$ cat src/rtl/muldiv_seq.sv
// muldiv_seq: multi-cycle unsigned multiply/divide sequencer.
// Borrows the execute-stage ALU while busy: one add per cycle for
// shift-and-add multiply, one subtract per cycle for restoring divide.
//
// state | meaning
// ------+-------------------------------------------------------------
// IDLE  | waiting for a request, start_ready high, ALU not driven
// MUL   | one shift-and-add step per cycle, XLEN steps
// DIV   | one restoring-division step per cycle, XLEN steps
// DONE  | result held on result, result_valid high until result_ready
//
// The hi/lo pair doubles as rem/quo during divide, so the result select
// is simply funct[0] ? hi : lo for all four operations.
module muldiv_seq #(
  parameter int XLEN = 32
) (
  input  logic            clk,
  input  logic            rst_n,
  input  logic            start_valid,
  output logic            start_ready,
  input  logic [1:0]      funct,
  input  logic [XLEN-1:0] op_a,
  input  logic [XLEN-1:0] op_b,
  output logic            result_valid,
  input  logic            result_ready,
  output logic [XLEN-1:0] result,
  output logic            busy,
  output logic [XLEN-1:0] alu_a,
  output logic [XLEN-1:0] alu_b,
  output logic [3:0]      alu_op,
  input  logic [XLEN-1:0] alu_result,
  input  logic [3:0]      alu_status
);

  localparam int         CW      = 6;
  localparam logic [3:0] ALU_ADD = 4'b0010;
  localparam logic [3:0] ALU_SUB = 4'b1010;

  typedef enum logic [1:0] {
    S_IDLE = 2'd0,
    S_MUL  = 2'd1,
    S_DIV  = 2'd2,
    S_DONE = 2'd3
  } state_t;

  state_t          state_q;
  state_t          state_d;
  logic [CW-1:0]   cnt_q;
  logic [XLEN-1:0] hi_q;     // multiply high word / divide remainder
  logic [XLEN-1:0] lo_q;     // multiply low word / divide quotient
  logic [XLEN-1:0] opnd_q;   // multiplicand or divisor
  logic            sel_hi_q; // funct[0]: result comes from hi

  logic [XLEN-1:0] div_s;
  logic            div_top;
  logic            div_ge;
  logic            last_step;
  logic            unused_status;

  // Shifted partial remainder; the bit shifted out of rem is rtop.
  assign div_s     = {hi_q[XLEN-2:0], lo_q[XLEN-1]};
  assign div_top   = hi_q[XLEN-1];
  assign div_ge    = div_top | ~alu_status[0];
  assign last_step = (cnt_q == CW'(1));

  // Only the carry/borrow flag is needed from the ALU status.
  assign unused_status = ^alu_status[3:1];

  // State register.
  always_ff @(posedge clk or negedge rst_n) begin
    if (!rst_n) begin
      state_q <= S_IDLE;
    end else begin
      state_q <= state_d;
    end
  end

  // Next-state logic, handshake outputs and ALU operand drive.
  always_comb begin
    state_d      = state_q;
    start_ready  = 1'b0;
    result_valid = 1'b0;
    busy         = 1'b0;
    result       = '0;
    alu_op       = ALU_ADD;
    alu_a        = '0;
    alu_b        = '0;
    case (state_q)
      S_IDLE: begin
        start_ready = 1'b1;
        if (start_valid) begin
          if (!funct[1]) begin
            state_d = S_MUL;
          end else if (op_b == '0) begin
            state_d = S_DONE;
          end else begin
            state_d = S_DIV;
          end
        end
      end
      S_MUL: begin
        busy  = 1'b1;
        alu_a = hi_q;
        alu_b = lo_q[0] ? opnd_q : '0;
        if (last_step) begin
          state_d = S_DONE;
        end
      end
      S_DIV: begin
        busy   = 1'b1;
        alu_op = ALU_SUB;
        alu_a  = div_s;
        alu_b  = opnd_q;
        if (last_step) begin
          state_d = S_DONE;
        end
      end
      S_DONE: begin
        result_valid = 1'b1;
        result       = sel_hi_q ? hi_q : lo_q;
        if (result_ready) begin
          state_d = S_IDLE;
        end
      end
      default: begin
        state_d = S_IDLE;
      end
    endcase
  end

  // Operand capture on accept and one arithmetic step per busy cycle.
  always_ff @(posedge clk or negedge rst_n) begin
    if (!rst_n) begin
      cnt_q    <= '0;
      hi_q     <= '0;
      lo_q     <= '0;
      opnd_q   <= '0;
      sel_hi_q <= 1'b0;
    end else begin
      case (state_q)
        S_IDLE: begin
          if (start_valid) begin
            sel_hi_q <= funct[0];
            cnt_q    <= CW'(XLEN);
            if (!funct[1]) begin
              hi_q   <= '0;
              lo_q   <= op_b;
              opnd_q <= op_a;
            end else if (op_b == '0) begin
              // Divide by zero: preset quotient all ones, remainder = dividend.
              hi_q   <= op_a;
              lo_q   <= '1;
              opnd_q <= op_b;
            end else begin
              hi_q   <= '0;
              lo_q   <= op_a;
              opnd_q <= op_b;
            end
          end
        end
        S_MUL: begin
          {hi_q, lo_q} <= {alu_status[0], alu_result, lo_q[XLEN-1:1]};
          cnt_q        <= cnt_q - CW'(1);
        end
        S_DIV: begin
          hi_q  <= div_ge ? alu_result : div_s;
          lo_q  <= {lo_q[XLEN-2:0], div_ge};
          cnt_q <= cnt_q - CW'(1);
        end
        default: begin
          cnt_q <= cnt_q;
        end
      endcase
    end
  end

endmodule

$ cat config.mk
export PLATFORM = sky130hd
export DESIGN_NAME = muldiv_seq
export DESIGN_NICKNAME = d
export VERILOG_FILES = /design/src/rtl/muldiv_seq.sv
export SDC_FILE = /design/constraint.sdc
export NUM_CORES = 1
export LEC_CHECK = 0
export ABC_AREA = 1
export CORE_UTILIZATION = 25
export DETAILED_ROUTE_END_ITERATION = 10
export SYNTH_ARGS = -nofsm -noshare
export SYNTH_HDL_FRONTEND = slang
export SYNTH_SLANG_ARGS = --single-unit
$ cat constraint.sdc
create_clock -name clk -period 1.95 [get_ports clk]
set_clock_uncertainty 0.2 [all_clocks]
set_input_delay 0.195 -clock clk [delete_from_list [all_inputs] [get_ports clk]]
set_output_delay 0.195 -clock clk [all_outputs]
set_load 0.005 [all_outputs]
Yosys cells after proc, flatten, opt, wreduce, memory -nomap -nowiden
Cells that the tools add are included.
- bits in registers: 105
- input port bits: 106
- output and inout port bits: 103
- add/sub/neg operators: 1
- eq/ne operators: 7
- mux-type cells: 27
- bitwise logic cells: 2
- reduce and logical (&&, ||, !) cells: 9
- operators by type and width (kind ; count):
    two-way mux 32 bit ; 11
    case mux 32 bit (3 select lines) ; 2
    case mux 32 bit (2 select lines) ; 2
    zero test 32 bit ; 1
    case mux 6 bit (2 select lines) ; 1
    two-way mux 2 bit ; 4
    equality test 6 x 1 -> 1 bit (second input constant) ; 1
    two-way mux 6 bit ; 1
    case mux 2 bit (3 select lines) ; 1
    AND reduction 2 bit ; 3
    subtractor 6 x 1 -> 6 bit (second input constant) ; 1
    equality test 2 bit (second input constant) ; 2
    two-way mux 1 bit ; 4
    two-way mux 4 bit ; 1
    != test 2 bit (second input constant) ; 2
    AND reduction 3 bit ; 1
    nonzero test 3 bit ; 1
    equality test 2 x 1 -> 1 bit (second input constant) ; 1
    zero test 2 bit ; 1
    != test 2 x 1 -> 1 bit (second input constant) ; 1
    nonzero test 2 bit ; 1
    OR reduction 2 bit ; 1
    inverter 1 bit ; 1
    OR 1 bit ; 1

Depth between registers and ports, before layout
Gate-level depths: netlist of run 1.
- word-level depth: 5
- depth in mapped cells: 11
- depth with buffers taken out: 9

Least setup slack after synthesis of run 1
Ideal clock, no wire load.
- path kind: register to output
- start point: register state_q[0]
- end point: output alu_a[0]
- arrival: 1.483 ns
- data required time: 1.555 ns
- setup slack: 0.072 ns
- stages on the path, launching flop included: 7
- path buffers: 2
- cell sequence: dfrtp_1 -> inv_1 -> ha_1 -> buf_2 -> inv_1 -> buf_1 -> a21oi_1
- longest elaborated chain between the ends: 2
- elaborated cells between the ends (all ways): 3
- RTL lines (element ; line ; text):
    start, declared ; 46 ; state_t state_q;
    start signal, assigned ; 74 ; state_q <= state_d;
    equality test 2 bit or equality test 2 x 1 -> 1 bit (tied branches) ; 88 ; case (state_q)
    case mux 32 bit (2 select lines) * ; 88 ;
    end, declared ; 28 ; output logic [XLEN-1:0] alu_a,
Mark *: on every way between the ends. The rest lies on a longest branch, timed or not.

Final worst setup path of run 1
- start point: register state_q[1]
- end point: register lo_q[30]
- longest elaborated chain between the ends: 3
- elaborated cells between the ends (all ways): 7
- RTL lines (element ; line ; text):
    equality test 2 bit, or another cell as far along ; 140 ; case (state_q)
    nonzero test 3 bit (no source line) or != test 2 bit (tied branches) ; n/a ;
    AND reduction 2 bit (no source line) ; n/a ;
    end signal, assigned ; 147 ; lo_q <= op_b;
    end signal, assigned ; 156 ; lo_q <= op_a;
    end signal, assigned ; 162 ; {hi_q, lo_q} <= {alu_status[0], alu_result, lo_q[XLEN-1:1]};
    end, declared ; 50 ; logic [XLEN-1:0] lo_q;
Several ways; a longest one is shown, not always the timed one.
A chain may end at the register's enable or synchronous reset.

==> flow_summary_export.csv, run 1 <==
group,metric,value,unit
global_routing,antenna_found_initial,0,
global_routing,grtUsageMet3,4.33,%
clock_network,h-tree-depth,3,
power_and_ir_drop,p_leak,5.81,nW
yosys,yosysWarnings,0,
sta,fin_tns_setup,-42120,ps
run,drv_cap,0,
worst_setup_path,path_delay_family,"buffers and inverters",
yosys,synthArstFlopShare,100,%
power_and_ir_drop,internal_power,14.8,mW
global_routing,grt_use_total,22.1,%
finish,layout-drive-gt1-share,40.0,%
finish,register_area,2630,um^2
finish,num-fill-cells,2871,
finish,n_antenna_cell,0,
worst_setup_path,end_kind,"flip-flop",
worst_setup_path,r2r_start,"state_q[1]",
yosys,synth_top_cells_by_area,"dfrtp_1 34%, a21oi_1 16%, nand2_1 9.2%",
min_path,min_path_type,"input port to asynchronous set/reset pin",
run_status,violations,"setup timing",
worst_setup_path,slowest_stage,"dfrtp_1",
clock_network,cts-root-buf,"clkbuf_16",
drt,drt_iter0_drc,651,
yosys,synth_top_area_share,34.2,%
power_and_ir_drop,p_sw,14.7,mW
yosys,syn-cell-area,7680,um^2
global_routing,grtUsageMet2,34.1,%
worst_setup_path,cpPeakStageDelay,400,ps
worst_setup_path,critical_path_class,"flip-flop to flip-flop",
placement,place.gp.congestion,0.862,
clock_network,cts_buffer_depth,2,
floorplan,die_w,177,um
sta,finalCriticalPeriod,2300,ps
yosys,synth-seq-cells,105,
sta,setup_violations,171,
finish,fin_cells,1870,
power_and_ir_drop,p_total,29.5,mW
clock_network,cts_made_buffers,9,
drt,totalWireLength,36.9,mm
global_routing,grt_max_degree,54,
worst_setup_path,required,2000,ps
global_routing,use_met1,29.6,%
global_routing,grt_most_used_layer,"met2",
sta,finalMaxSlewViolations,0,
yosys,ys_seq_area_share,34.2,%
clock_network,clock-sinks,105,
drt,drc,0,
finish,syn2layout_area_growth,75.2,%
worst_setup_path,cp-start-kind,"flip-flop",
worst_setup_path,crit_fanout,8,
sta,timing.final.ws_setup,-351,ps
yosys,synth_top_cell_by_area,"dfrtp_1",
run_status,status,"finished, violations left",
yosys,avgSynthCellArea,6.38,um^2
sta,layout_worst_path_cycle_share,118,%
clock_network,cts.clk_slew.worst_paths,70,ps
worst_setup_path,path_buf_inv,9,
worst_setup_path,r2r-end,"lo_q[30]",
clock_network,clk_latency,360,ps
clock_network,cts_tree,"built",
global_routing,grt_pass1_vias,8987,
worst_setup_path,reg2reg_slack,-350,ps
floorplan,die_area,31400,um^2
sta,rsz0062_at_grt,"yes",
yosys,synthCells,1205,
worst_setup_path,critPathMostFrequentCell,"buf_12",
worst_setup_path,worstPathArrival,2350,ps
floorplan,io_pins,209,
drt,drtPass1Iterations,5,
yosys,synth_cell_type_count,28,
placement,io_buffers,202,
global_routing,gr-total-overflow,0,
yosys,synth_edf_count,0,
sta,fmax,435,MHz
finish,multi_input_comb_area,5790,um^2
finish,nets,1588,
worst_setup_path,rr_worst_depth,13,
power_and_ir_drop,p_sw_share,49.9,%
yosys,synthFlopType,"dfrtp_1",
power_and_ir_drop,p_comb_share,78.1,%
placement,dp_hpwl,23.5,mm
placement,dp.cells,1777,
global_routing,grt_pass1_wl,52.9,mm
drt,detail_route.wl_per_cell,19.7,um
drt,num_vias,9482,
floorplan,start_util,25.7,%
floorplan,die_height,177,um
power_and_ir_drop,ir_worst_vdd,1150,uV
power_and_ir_drop,p_clk_share,6.3,%
floorplan,core,30000,um^2
power_and_ir_drop,sequentialPowerShare,15.6,%
floorplan,rows,63,
power_and_ir_drop,p_per_area,2190,nW/um^2
drt,avgViaCountPerCell,5.07,
finish,final_util,45.0,%
sta,hold_violations,0,
drt,ant_nets,0,
worst_setup_path,cp_cell_sequence,"inv_2 > buf_6 > ha_4 > buf_6 > buf_8 > a21oi_4 > buf_12 > buf_12 > buf_12 > inv_12 > buf_16 > nor2_2 > a21oi_1",
==> power by group through the flow <==
stage	Combinational (mW)	Sequential, mW	Clock, mW
2_1_floorplan	8.06	3.94	0
3_3_place_gp	13.6	4.16	0
3_5_place_dp	13.8	4.17	0
4_1_cts	19.5	4.38	1.90
5_1_grt	24.6	4.75	1.97
6_report	23.0	4.62	1.86
==> cell families (layout without fill, tap and decap cells) <==
group                      count (synthesis)  in the layout  share of synthesized area, %
AOI/OAI and AO/OA                        454            454                          30.3
and+or+nand+nor                          397            397                          20.8
buffers and inverters                    240            514                          13.5
DFF                                      105            105                          34.2
adders and majority gates                  7              7                          1.14
other                                      2              3                        0.0977
==> layer usage <==
layer  wire [um]  vias to the layer above
li1            -                     4536
met1       15600                     4463
met2       17100                      401
met3        2800                       82
met4        1380                        0
met5           0                        -
==> what timing repair did <==
item / in CTS / in global routing
endpoints found under the setup margin: 168 / 174
setup buffers: 35 / 25
hold endpoints to repair: 56 / 0
hold buffers: 1 / 0
pin swaps: 21 / 54
resized for setup: 557 / 373
gates cloned: 19 / 5
==> per-stage QoR <==
step / hold slack [ps] / setup WS [ps] / instance area (um^2)
3_3_place_gp: -23.6 / -350 / 10600
3_5_place_dp: -16.4 / -371 / 10600
2_1_floorplan: -301 / 71.6 / 7690
6_report: 140 / -351 / 13500
5_1_grt: 183 / -422 / 13500
4_1_cts: 139 / -424 / 12300
==> layout make-up <==
type | count | area share (%)
multi-input combinational | 861 | 43.0
timing repair buffer | 357 | 27.5
sequential | 105 | 19.5
inverter | 140 | 4.12
tap | 390 | 3.62
clock buffer | 13 | 1.86
clock inverter | 3 | 0.297
timing repair inverter | 1 | 0.121
==> how the worst max path moves through the flow <==
stage / from / end / slack (ps) / cells past startpoint
3_3_place_gp: state_q[0] / alu_a[29] / -350 / 6
6_report: state_q[1] / lo_q[30] / -350 / 13
2_1_floorplan: state_q[0] / alu_a[0] / 70 / 6
4_1_cts: state_q[0] / alu_a[29] / -420 / 8
3_5_place_dp: state_q[0] / alu_a[29] / -370 / 6
5_1_grt: state_q[1] / hi_q[19] / -420 / 12
==> worst reg2reg max path, delay by kind of cell (launching register included) <==
| family | cells | cell delay (ps) |
|---|---|---|
| and+or+nand+nor | 1 | 90 |
| DFF | 1 | 400 |
| AOI/OAI and AO/OA | 2 | 210 |
| buffers and inverters | 9 | 1070 |
| adders and majority gates | 1 | 230 |
==> cell usage after synthesis, types with 2 or more instances <==
master and count:
conb_1 2, nand3_1 66, clkbuf_1 37, o21ai_0 141
nand2_1 189, dfrtp_1 105, inv_2 13, buf_1 9
nand4_1 2, buf_6 6, nor2_1 133, buf_4 11
nor2_2 3, o22ai_1 31, buf_2 36, a21oi_1 251
ha_1 7, o21ai_1 29, inv_1 125
==> sequential cells by signal (all words and copies together) (netlist names) <==
name      count
sel_hi_q      1
hi_q         32
state_q       2
lo_q         32
cnt_q         6
opnd_q       32
==> cell usage in the layout, fill, tap and decap left out, types with 8 or more instances in the layout <==
cell             count
dfrtp_1            104
o21ai_1             31
nand2_4              9
o22ai_1             30
buf_16              19
clkbuf_16           13
buf_8               10
buf_12              30
a21oi_1            134
nand3_1             35
nor2_1              35
nand3_4             20
nor2_2              18
clkbuf_2            19
inv_2               14
a21oi_4              8
o21ai_2             28
nor2_4              83
buf_6               27
buf_2               78
nand2_1            177
buf_4               66
a21oi_2            110
o21ai_0            105
inv_1              120
nand3_2             11
clkdlybuf4s50_1    101
No activity file was read; power rests on OpenSTA's default activity.
==> run 2, diff against run 1 <==
--- a/config.mk
+++ b/config.mk
@@ -6,8 +6,11 @@
 export NUM_CORES = 1
 export LEC_CHECK = 0
 export ABC_AREA = 1
+export CORE_ASPECT_RATIO = 0.6
 export CORE_UTILIZATION = 25
+export CTS_BUF_LIST = sky130_fd_sc_hd__clkbuf_8 sky130_fd_sc_hd__clkbuf_16
 export DETAILED_ROUTE_END_ITERATION = 10
+export REMOVE_ABC_BUFFERS = 1
 export SYNTH_ARGS = -nofsm -noshare
 export SYNTH_HDL_FRONTEND = slang
 export SYNTH_SLANG_ARGS = --single-unit
==> flow_summary_export.csv, run 2 (synthesis results as in run 1) <==
group,metric,value,unit
min_path,min_path_type,"input port to asynchronous set/reset pin",
finish,nets,1601,
drt,detail_route.wl_per_cell,21.0,um
worst_setup_path,crit_fanout,5,
clock_network,cts-root-buf,"clkbuf_16",
sta,finalCriticalPeriod,2470,ps
clock_network,clock-sinks,105,
drt,drc,0,
floorplan,core,30100,um^2
sta,fmax,404,MHz
sta,layout_worst_path_cycle_share,127,%
power_and_ir_drop,p_total,29.6,mW
clock_network,cts_made_buffers,9,
global_routing,grt_pass1_wl,57.2,mm
clock_network,h-tree-depth,3,
finish,n_antenna_cell,0,
worst_setup_path,required,1550,ps
global_routing,grt_pass1_vias,9099,
clock_network,clk_latency,390,ps
drt,num_vias,9891,
drt,totalWireLength,39.8,mm
finish,syn2layout_area_growth,68.7,%
run_status,status,"finished, violations left",
global_routing,gr-total-overflow,0,
worst_setup_path,end_kind,"output port",
drt,ant_nets,0,
finish,final_common_cell,"nand2_1",
worst_setup_path,slowest_stage,"dfrtp_1",
run,drv_cap,0,
drt,drtPass1Iterations,6,
worst_setup_path,rr_worst_depth,12,
drt,drt_iter0_drc,1266,
sta,hold_violations,0,
power_and_ir_drop,p_per_area,2280,nW/um^2
worst_setup_path,cp-start-kind,"flip-flop",
placement,dp.cells,1796,
worst_setup_path,cpPeakStageDelay,380,ps
floorplan,die_height,138,um
floorplan,start_util,25.5,%
clock_network,cts_buffer_depth,2,
worst_setup_path,worst-path-stages,9,
worst_setup_path,path_delay_family,"buffers and inverters",
sta,timing.final.ws_setup,-525,ps
worst_setup_path,worstPathArrival,2080,ps
finish,final_cell_mix,"185 x nand2_1, 157 x a21oi_1, 122 x inv_1",
finish,fin_cells,1901,
floorplan,io_pins,209,
power_and_ir_drop,p_leak,5.81,nW
placement,dp_hpwl,24.7,mm
sta,maxSlewHeadroom,59.2,%
clock_network,cts.clk_slew.worst_paths,80,ps
placement,place.gp.congestion,0.881,
finish,reg_top3,"hi_q x32, lo_q x32, opnd_q x32",
global_routing,grt_max_degree,67,
sta,setup_violations,171,
clock_network,cts_tree,"built",
worst_setup_path,critical_path_class,"flip-flop to output port",
drt,avgViaCountPerCell,5.20,
global_routing,grt_use_total,24.4,%
finish,fin_area,13000,um^2
worst_setup_path,cp_cell_sequence,"inv_2 > buf_6 > ha_4 > clkinvlp_4 > buf_12 > buf_12 > buf_6 > a21oi_4 > buf_2",
sta,finalMaxSlewViolations,0,
worst_setup_path,path_buf_inv,7,
sta,rsz0062_at_grt,"yes",
power_and_ir_drop,ir_worst_vdd,1420,uV
global_routing,antenna_found_initial,0,
finish,layout-drive-gt1-share,33.2,%
run_status,violations,"setup timing",
sta,worst_slew_pin_slew,612,ps
placement,placed_area,10600,um^2
finish,num-fill-cells,3062,
floorplan,die_area,31500,um^2
placement,io_buffers,202,
floorplan,rows,49,
floorplan,die_w,228,um
run 2: cell types whose count changed in the layout (fill, tap and decap cells not counted), moves of 10 or more:
cell and delta:
nor2_1 +46, a21oi_2 -29, buf_2 +15, buf_6 +10, clkbuf_2 -18, buf_12 +12, a21oi_1 +23, nand3_4 -20
nand3_1 +27, nor2_4 -49
run 2: path summary, 6_finish.rpt:
kind                                  from          to  slack (ps)
worst max-delay path            state_q[1]   alu_a[12]        -520
worst min-delay path                 rst_n   opnd_q[0]         140
worst max register to register  state_q[1]    cnt_q[3]        -340
worst min register to register    cnt_q[5]    cnt_q[5]         320
max in group asynchronous            rst_n  opnd_q[12]         850
min in group clk                  funct[0]    sel_hi_q         180
run 2: power by group:
group | switching, mW | internal (mW)
sequential | 0.866 | 3.41
clock | 0.992 | 0.866
combinational | 12.6 | 10.8
total | 14.5 | 15.1
run 2: repair_timing:
action | 4_1_cts | 5_1_grt
setup buffers | 52 | 25
hold buffers | 1 | 0
gates cloned | 21 | 4
endpoints found under the setup margin | 171 | 176
hold endpoints to repair | 105 | 0
pin swaps | 33 | 22
gates resized for setup | 609 | 188
run 2: final cells by class:
cell class / count / area [um^2] / share of cell area (%)
well taps: 408 / 510 / 3.94
clock buffers: 9 / 225 / 1.74
inverters: 140 / 553 / 4.27
multi-input cells: 861 / 5020 / 38.8
clock inverters: 7 / 48.8 / 0.376
repair buffers: 371 / 3970 / 30.6
flip-flops and latches: 105 / 2630 / 20.3
run 2: stage by stage:
| stage | hold slack, ps | utilization [%] | worst slack (ps) | setup TNS (ps) |
|---|---|---|---|---|
| after global routing | 200 | 43.1 | -555 | -57670 |
| after CTS | 166 | 40.6 | -477 | -48950 |
| final | 144 | 43.1 | -525 | -48240 |
| after global placement | 47.7 | 35.1 | -425 | -34790 |
| after detailed placement | 48.4 | 35.1 | -433 | -38250 |
| after floorplan | -301 | - | -2320 | -292010 |
run 2: worst min-delay path: stages:
cell	delay, ps
dlygate4sd3_1	530
buf_4	120
buf_12	300
run 2: metal layers:
layer	GRT usage [%]	up-vias	share of wire, %
li1	-	4566	-
met3	5.53	47	9.2
met4	5.41	0	1.3
met1	35.5	4745	46
met2	36.3	533	43
met5	0	-	0
